File: config.mk
export PLATFORM = sky130hd
export DESIGN_NAME = serial_tx
export DESIGN_NICKNAME = d
export VERILOG_FILES = /design/src/rtl/serial_tx.sv
export SDC_FILE = /design/constraint.sdc
export NUM_CORES = 1
export LEC_CHECK = 0
export ABC_AREA = 0
export BUFFER_PORTS_ARGS = -buffer_cell sky130_fd_sc_hd__buf_2
export CAP_MARGIN = 10
export CORE_ASPECT_RATIO = 1.25
export CORE_MARGIN = 2
export CORE_UTILIZATION = 60
export DETAILED_ROUTE_END_ITERATION = 10
export MAX_ROUTING_LAYER = met4
export PLACE_DENSITY = 0.79
export SYNTH_ARGS = -nofsm -noshare
export SYNTH_HDL_FRONTEND = slang
export SYNTH_SLANG_ARGS = --single-unit
File: constraint.sdc
create_clock -name i_clk -period 3.55 [get_ports i_clk]
set_input_delay 0.355 -clock i_clk [delete_from_list [all_inputs] [get_ports i_clk]]
set_output_delay 0.355 -clock i_clk [all_outputs]
set_load 0.03 [all_outputs]
File: src/rtl/serial_tx.sv
// serial_tx: 8N1 UART transmitter, 8E1 when SERIAL_TX_PARITY_EN is defined; CLOCKS_PER_BAUD clocks per bit.
// Latency: start bit appears 1 cycle after i_wr is accepted; o_busy spans F*CLOCKS_PER_BAUD cycles (F=10, or 11 with parity).
// Backpressure: i_wr is dropped while o_busy is high (no queuing); a write is taken on the first cycle o_busy is low.
module serial_tx #(
    parameter logic [23:0] CLOCKS_PER_BAUD = 24'd868
) (
    input  logic       i_clk,
    input  logic       i_reset,
    input  logic       i_wr,
    input  logic [7:0] i_data,
    output logic       o_uart_tx,
    output logic       o_busy
);

    typedef enum logic [2:0] {
        IDLE,
        START,
        DATA,
`ifdef SERIAL_TX_PARITY_EN
        PARITY,
`endif
        STOP
    } state_t;

    // Initialisers give the same power-up state as a reset.
    state_t      r_state    = IDLE;
    logic [23:0] r_baud_cnt = 24'd0;
    logic [2:0]  r_bit_idx  = 3'd0;
    logic [7:0]  r_shift    = 8'd0;
    logic        r_tx       = 1'b1;
    logic        r_busy     = 1'b0;
`ifdef SERIAL_TX_PARITY_EN
    logic        r_parity   = 1'b0;
`endif

    logic w_baud_end;
    assign w_baud_end = (r_baud_cnt == 24'd0);

    assign o_uart_tx = r_tx;
    assign o_busy    = r_busy;

    always_ff @(posedge i_clk) begin
        if (i_reset) begin
            r_state    <= IDLE;
            r_tx       <= 1'b1;
            r_busy     <= 1'b0;
            r_baud_cnt <= 24'd0;
            r_bit_idx  <= 3'd0;
        end else begin
            case (r_state)
                IDLE: begin
                    if (i_wr) begin
                        r_state    <= START;
                        r_tx       <= 1'b0;
                        r_busy     <= 1'b1;
                        r_baud_cnt <= CLOCKS_PER_BAUD - 24'd1;
                        r_bit_idx  <= 3'd0;
                        r_shift    <= i_data;
`ifdef SERIAL_TX_PARITY_EN
                        r_parity   <= ^i_data;
`endif
                    end
                end
                START: begin
                    if (w_baud_end) begin
                        r_state    <= DATA;
                        r_tx       <= r_shift[0];
                        r_baud_cnt <= CLOCKS_PER_BAUD - 24'd1;
                    end else begin
                        r_baud_cnt <= r_baud_cnt - 24'd1;
                    end
                end
                DATA: begin
                    if (w_baud_end) begin
                        r_baud_cnt <= CLOCKS_PER_BAUD - 24'd1;
                        if (r_bit_idx == 3'd7) begin
`ifdef SERIAL_TX_PARITY_EN
                            r_state <= PARITY;
                            r_tx    <= r_parity;
`else
                            r_state <= STOP;
                            r_tx    <= 1'b1;
`endif
                        end else begin
                            // Bit 0 is already on the line, so the next bit is shift[1].
                            r_bit_idx <= r_bit_idx + 3'd1;
                            r_shift   <= {1'b0, r_shift[7:1]};
                            r_tx      <= r_shift[1];
                        end
                    end else begin
                        r_baud_cnt <= r_baud_cnt - 24'd1;
                    end
                end
`ifdef SERIAL_TX_PARITY_EN
                PARITY: begin
                    if (w_baud_end) begin
                        r_state    <= STOP;
                        r_tx       <= 1'b1;
                        r_baud_cnt <= CLOCKS_PER_BAUD - 24'd1;
                    end else begin
                        r_baud_cnt <= r_baud_cnt - 24'd1;
                    end
                end
`endif
                STOP: begin
                    if (w_baud_end) begin
                        r_state   <= IDLE;
                        r_busy    <= 1'b0;
                        r_bit_idx <= 3'd0;
                    end else begin
                        r_baud_cnt <= r_baud_cnt - 24'd1;
                    end
                end
                default: begin
                    r_state    <= IDLE;
                    r_tx       <= 1'b1;
                    r_busy     <= 1'b0;
                    r_baud_cnt <= 24'd0;
                    r_bit_idx  <= 3'd0;
                end
            endcase
        end
    end

endmodule

* Word-level counts from Yosys, hierarchy flattened *
Cells that the tools add are included.
Widths: inputs -> output; s select.

storage, ports and cells
  word-level logic and storage cells = 59
  input bits = 11
  register bits after elaboration = 40

cells by class
  bitwise operators = 4
  reduce and logical (&&, ||, !) cells = 10
  add/sub/neg operators = 2
  eq/ne operators = 11
  multiplexer cells = 26

operators with widths
  kind                   number
  $mux 24                3
  $pmux 24 s3            1
  $logic_not 24->1       1
  $mux 3                 8
  $mux 8                 3
  $pmux 3 s4             2
  $sub 24x1->24 const B  1
  $pmux 8 s2             1
  $reduce_and 5->1       3
  $ne 2x2->1 const B     7
  $eq 3x2->1 const B     2
  $mux 1                 6
  $not 1->1              4
  $pmux 1 s4             1
  $reduce_and 4->1       1
  $add 3x1->3 const B    1
  $eq 3x1->1 const B     1
  $eq 3x3->1 const B     1
  $logic_not 3->1        1
  $pmux 1 s3             1
  $reduce_and 3->1       1
  $reduce_and 2->1       1
  $reduce_bool 2->1      1
  $reduce_or 2->1        1

* Depth between registers and ports, before layout *
  depth after elaboration = 4
  gate-level depth with buffers = 9
  mapped depth without buffers = 7

* Worst setup path after synthesis *
Ideal clock, no wire load.

  path type = reg-to-reg
  from = register r_baud_cnt[9]
  to = register r_shift[0] (enable)
  cell stages (with the launch flop) = 7
  clock period less this slack = 2.919 ns
  data arrival time = 2.536 ns
  setup time = 0.383 ns
  slack = 0.631 ns
  cells stage by stage = dfxtp_1 buf_6 or4_4 or4_4 nor3_2 mux2i_1 nor3_1

on the way
  word-level cells in the longest chain between the ends = 3

RTL lines
  item                        line  text
  from (decl)                 27    logic [23:0] r_baud_cnt = 24'd0;
  from (signal assigned)      56    r_baud_cnt <= CLOCKS_PER_BAUD - 24'd1;
  from (signal assigned)      68    r_baud_cnt <= CLOCKS_PER_BAUD - 24'd1;
  from (signal assigned)      70    r_baud_cnt <= r_baud_cnt - 24'd1;
  $logic_not 24->1            37    assign w_baud_end = (r_baud_cnt == 24'd0);
  $ne 2x2->1 (no line)        n/a
  $reduce_and 5->1 (no line)  n/a
  to (signal assigned)        58    r_shift <= i_data;
  to (signal assigned)        87    r_shift <= {1'b0, r_shift[7:1]};
  to (decl)                   29    logic [7:0] r_shift = 8'd0;

No other way between the ends.
A chain may end at the register's enable or synchronous reset.

* Final worst setup path *
  from = register r_baud_cnt[14]
  to = register r_baud_cnt[6]

on the way
  word-level cells in the longest chain between the ends = 3
  elaborated cells between the ends (all ways) = 5

RTL lines
  item                                             line
  $logic_not 24->1 (*)                             37
  $mux 24 or $ne 2x2->1 (tied branches)            n/a
  $pmux 24 s3 or $reduce_and 2->1 (tied branches)  n/a

Mark *: on every way between the ends. The rest lies on a longest branch, timed or not.

==> results.toml <==
[run_status]
outcome = "finished clean"

[synthesis]
synth-edff-count = 8
synth_warnings = 0
synth_area_um2 = 2240
synth_top_family_by_area = "simple AND/OR/NAND/NOR gates"
ys_seq_area_share_pct = 38.4
synth-compound-area-share_pct = 23.0
synth-seq-cells = 39
synth_xor_area_share_pct = 1.56
yosys.area_share.simple_pct = 23.4
async_reset_ff_share_pct = 0
synth_adder_area_share_pct = 4.46
syn_nets = 259
syn_inst = 240
synthFlopType = "dfxtp_1"
synthMuxAreaShare_pct = 4.85
avgSynthCellArea_um2 = 9.35
ys_types = 59

[finish]
final_cell_mix = "dfxtp_1 (31), a21oi_1 (21), nor2_1 (16), nand2_1 (13), buf_2 (12)"
area_growth_pct = 7.80
finish.utilization_pct = 68.3
antenna_cells = 0
drive_gt1_share_pct = 18.0
layout.nets = 273
final_common_cell = "dfxtp_1"

[placement]
gp_congestion = 0.825
portBuffers = 12
dp_slack_ps = 828
dp_hpwl_mm = 3.30

[floorplanning]
die_area_um2 = 4250
die_w_um = 58.7
die_h_um = 72.4
coreArea_um2 = 3540
start_util_pct = 63.3
ios = 13
rows = 24

[detailed_routing]
first_iter_violations = 92
via_per_inst = 6.46
drtAntennaViolNets = 0
wirelength_mm = 4.67
first_pass_iters = 4
routedWlPerCell_um = 15.9
route.detailed.drc = 0
num_vias = 1898

[critical_path]
crit_path_start_kind = "register"
critPathCaptureType = "register"
r2r_cells = 5
crit_fanout = 27
worstReg2RegStart = "r_baud_cnt[14]"
r2r_slack_ps = 800
cp.required_ps = 3750
critPathKind = "reg2reg"
worstReg2RegEnd = "r_baud_cnt[6]"
cp.arrival_ps = 2940

[worst_hold_path]
worstHoldEndpoint = "r_shift[7]"
hp-start = "i_data[7]"
hold_path_depth = 2
holdCritPathClass = "in2reg"

[clock_tree]
clkSlewWorstSetupHoldPaths_ps = 80
htreeDepth = 2
hold_buffers = 0
clk_path_buf_depth = 2
clock-sinks = 39
clkLatencyLatePin_ps = 300
cts_root_buf = "clkbuf_8"
cts_tree = "done"
postCtsSetupRepairBufs = 0
cts_resized = 0
cts_buffers = 5

[sta]
worst_slack_ps = 801
fmax_mhz = 364
rsz0062_at_grt = "false"
max_slew_margin_pct = 47.0
setup_viol = 0
tightest_slew_ps = 793
period_share_pct = 77.4
skew_ps = 5.37
period_minus_slack_ps = 2750
maxSlewViolCount = 0
hold_violations = 0
fin_tns_setup_ps = 0

[grt]
first_global_vias = 1780
grt_pass1_wl_mm = 7.78
grt_max_degree = 28
grt_overflow = 0
antenna_found_initial = 0
grt_usage_pct = 24.6

[flow_run]
maxCapViolCount = 0

[power]
p_total_uw = 2630
leakage_uw = 0.000889
ir_drop_uv = 802
p_per_area_nw_per_um2 = 1090
[layout make-up]
| type | instances | area [µm²] |
|---|---|---|
| flip-flops and latches | 39 | 861 |
| inverters | 9 | 33.8 |
| repair buffers | 17 | 97.6 |
| well taps | 39 | 48.8 |
| multi-input cells | 182 | 1280 |
| clock inverters | 3 | 25.0 |
| fillers | 303 | 1120 |
| clock buffers | 5 | 68.8 |
[worst max-delay path by stage]
stage / startpoint / slack (ps) / to
2_1_floorplan: r_baud_cnt[9] / 630 / r_shift[0]
3_3_place_gp: r_baud_cnt[14] / 890 / r_shift[6]
3_5_place_dp: r_baud_cnt[14] / 830 / r_baud_cnt[6]
4_1_cts: r_baud_cnt[14] / 820 / r_baud_cnt[6]
5_1_grt: r_baud_cnt[14] / 710 / r_baud_cnt[5]
6_report: r_baud_cnt[14] / 800 / r_baud_cnt[6]
[through the flow]
step | hold slack (ps) | std cells | cell area (µm²)
2_1_floorplan | 438 | 240 | 2240
3_3_place_gp | 452 | 286 | 2330
3_5_place_dp | 455 | 286 | 2330
4_1_cts | 337 | 294 | 2420
5_1_grt | 342 | 294 | 2420
6_report | 343 | 294 | 2420
[Yosys cell counts, drive strengths merged, types with 2 or more instances]
cell | instances | share of area [%]
a21boi | 2 | 0.67
clkbuf | 4 | 0.67
nand4 | 5 | 1.4
or2 | 6 | 1.7
o211ai | 2 | 0.67
buf | 6 | 2.2
o31ai | 10 | 3.3
mux2i | 3 | 1.3
nand3 | 5 | 1.1
o311ai | 2 | 1.6
or4bb | 2 | 1.0
a31oi | 4 | 1.1
inv | 8 | 1.3
nor3 | 8 | 2.0
nor4 | 4 | 1.8
edfxtp | 8 | 11
dfxtp | 31 | 28
and4 | 2 | 0.78
nor2 | 16 | 2.7
a22o | 4 | 1.6
ha | 8 | 4.5
o221ai | 2 | 0.78
or3 | 7 | 2.0
o21ai | 11 | 3.1
mux2 | 7 | 3.5
o2111a | 2 | 1.0
xor2 | 3 | 1.2
or4 | 11 | 4.0
o41ai | 4 | 1.6
nor2b | 4 | 1.1
a21oi | 21 | 4.7
nand2 | 13 | 2.2
[worst max-delay path: stages, from the launching register on]
cell	delay, ps
dfxtp_1	340
or4_1	700
or4_4	610
o21ai_4	550
nor3_1	200
a22o_1	240
[cell families after synthesis]
logic type,count (synthesis)
DFF,39
and+or+nand+nor,88
AOI/OAI and AO/OA,72
adders and majority gates,8
buffers and inverters,19
muxes,10
xor gates and xnor gates,4
[state kept, by name (all words and copies together), names as in the netlist]
signal and cells:
o_busy 1, o_uart_tx 1, r_baud_cnt 24, r_bit_idx 3
r_shift 8, r_state 2
[metal layers]
layer	global-route usage (%)	vias up	share of wire, %
met2	40.4	32	50
met3	5.88	9	2.9
met4	8.59	0	1.7
met5	-	-	0
li1	-	957	-
met1	29.2	900	45
[where the power goes]
| part | leakage (µW) | switching, µW | internal, µW | total (µW) |
|---|---|---|---|---|
| clock | 0.0000443 | 168 | 140 | 308 |
| combinational | 0.000517 | 967 | 622 | 1590 |
| sequential | 0.000328 | 122 | 608 | 730 |
No activity file was read; power rests on OpenSTA's default activity.
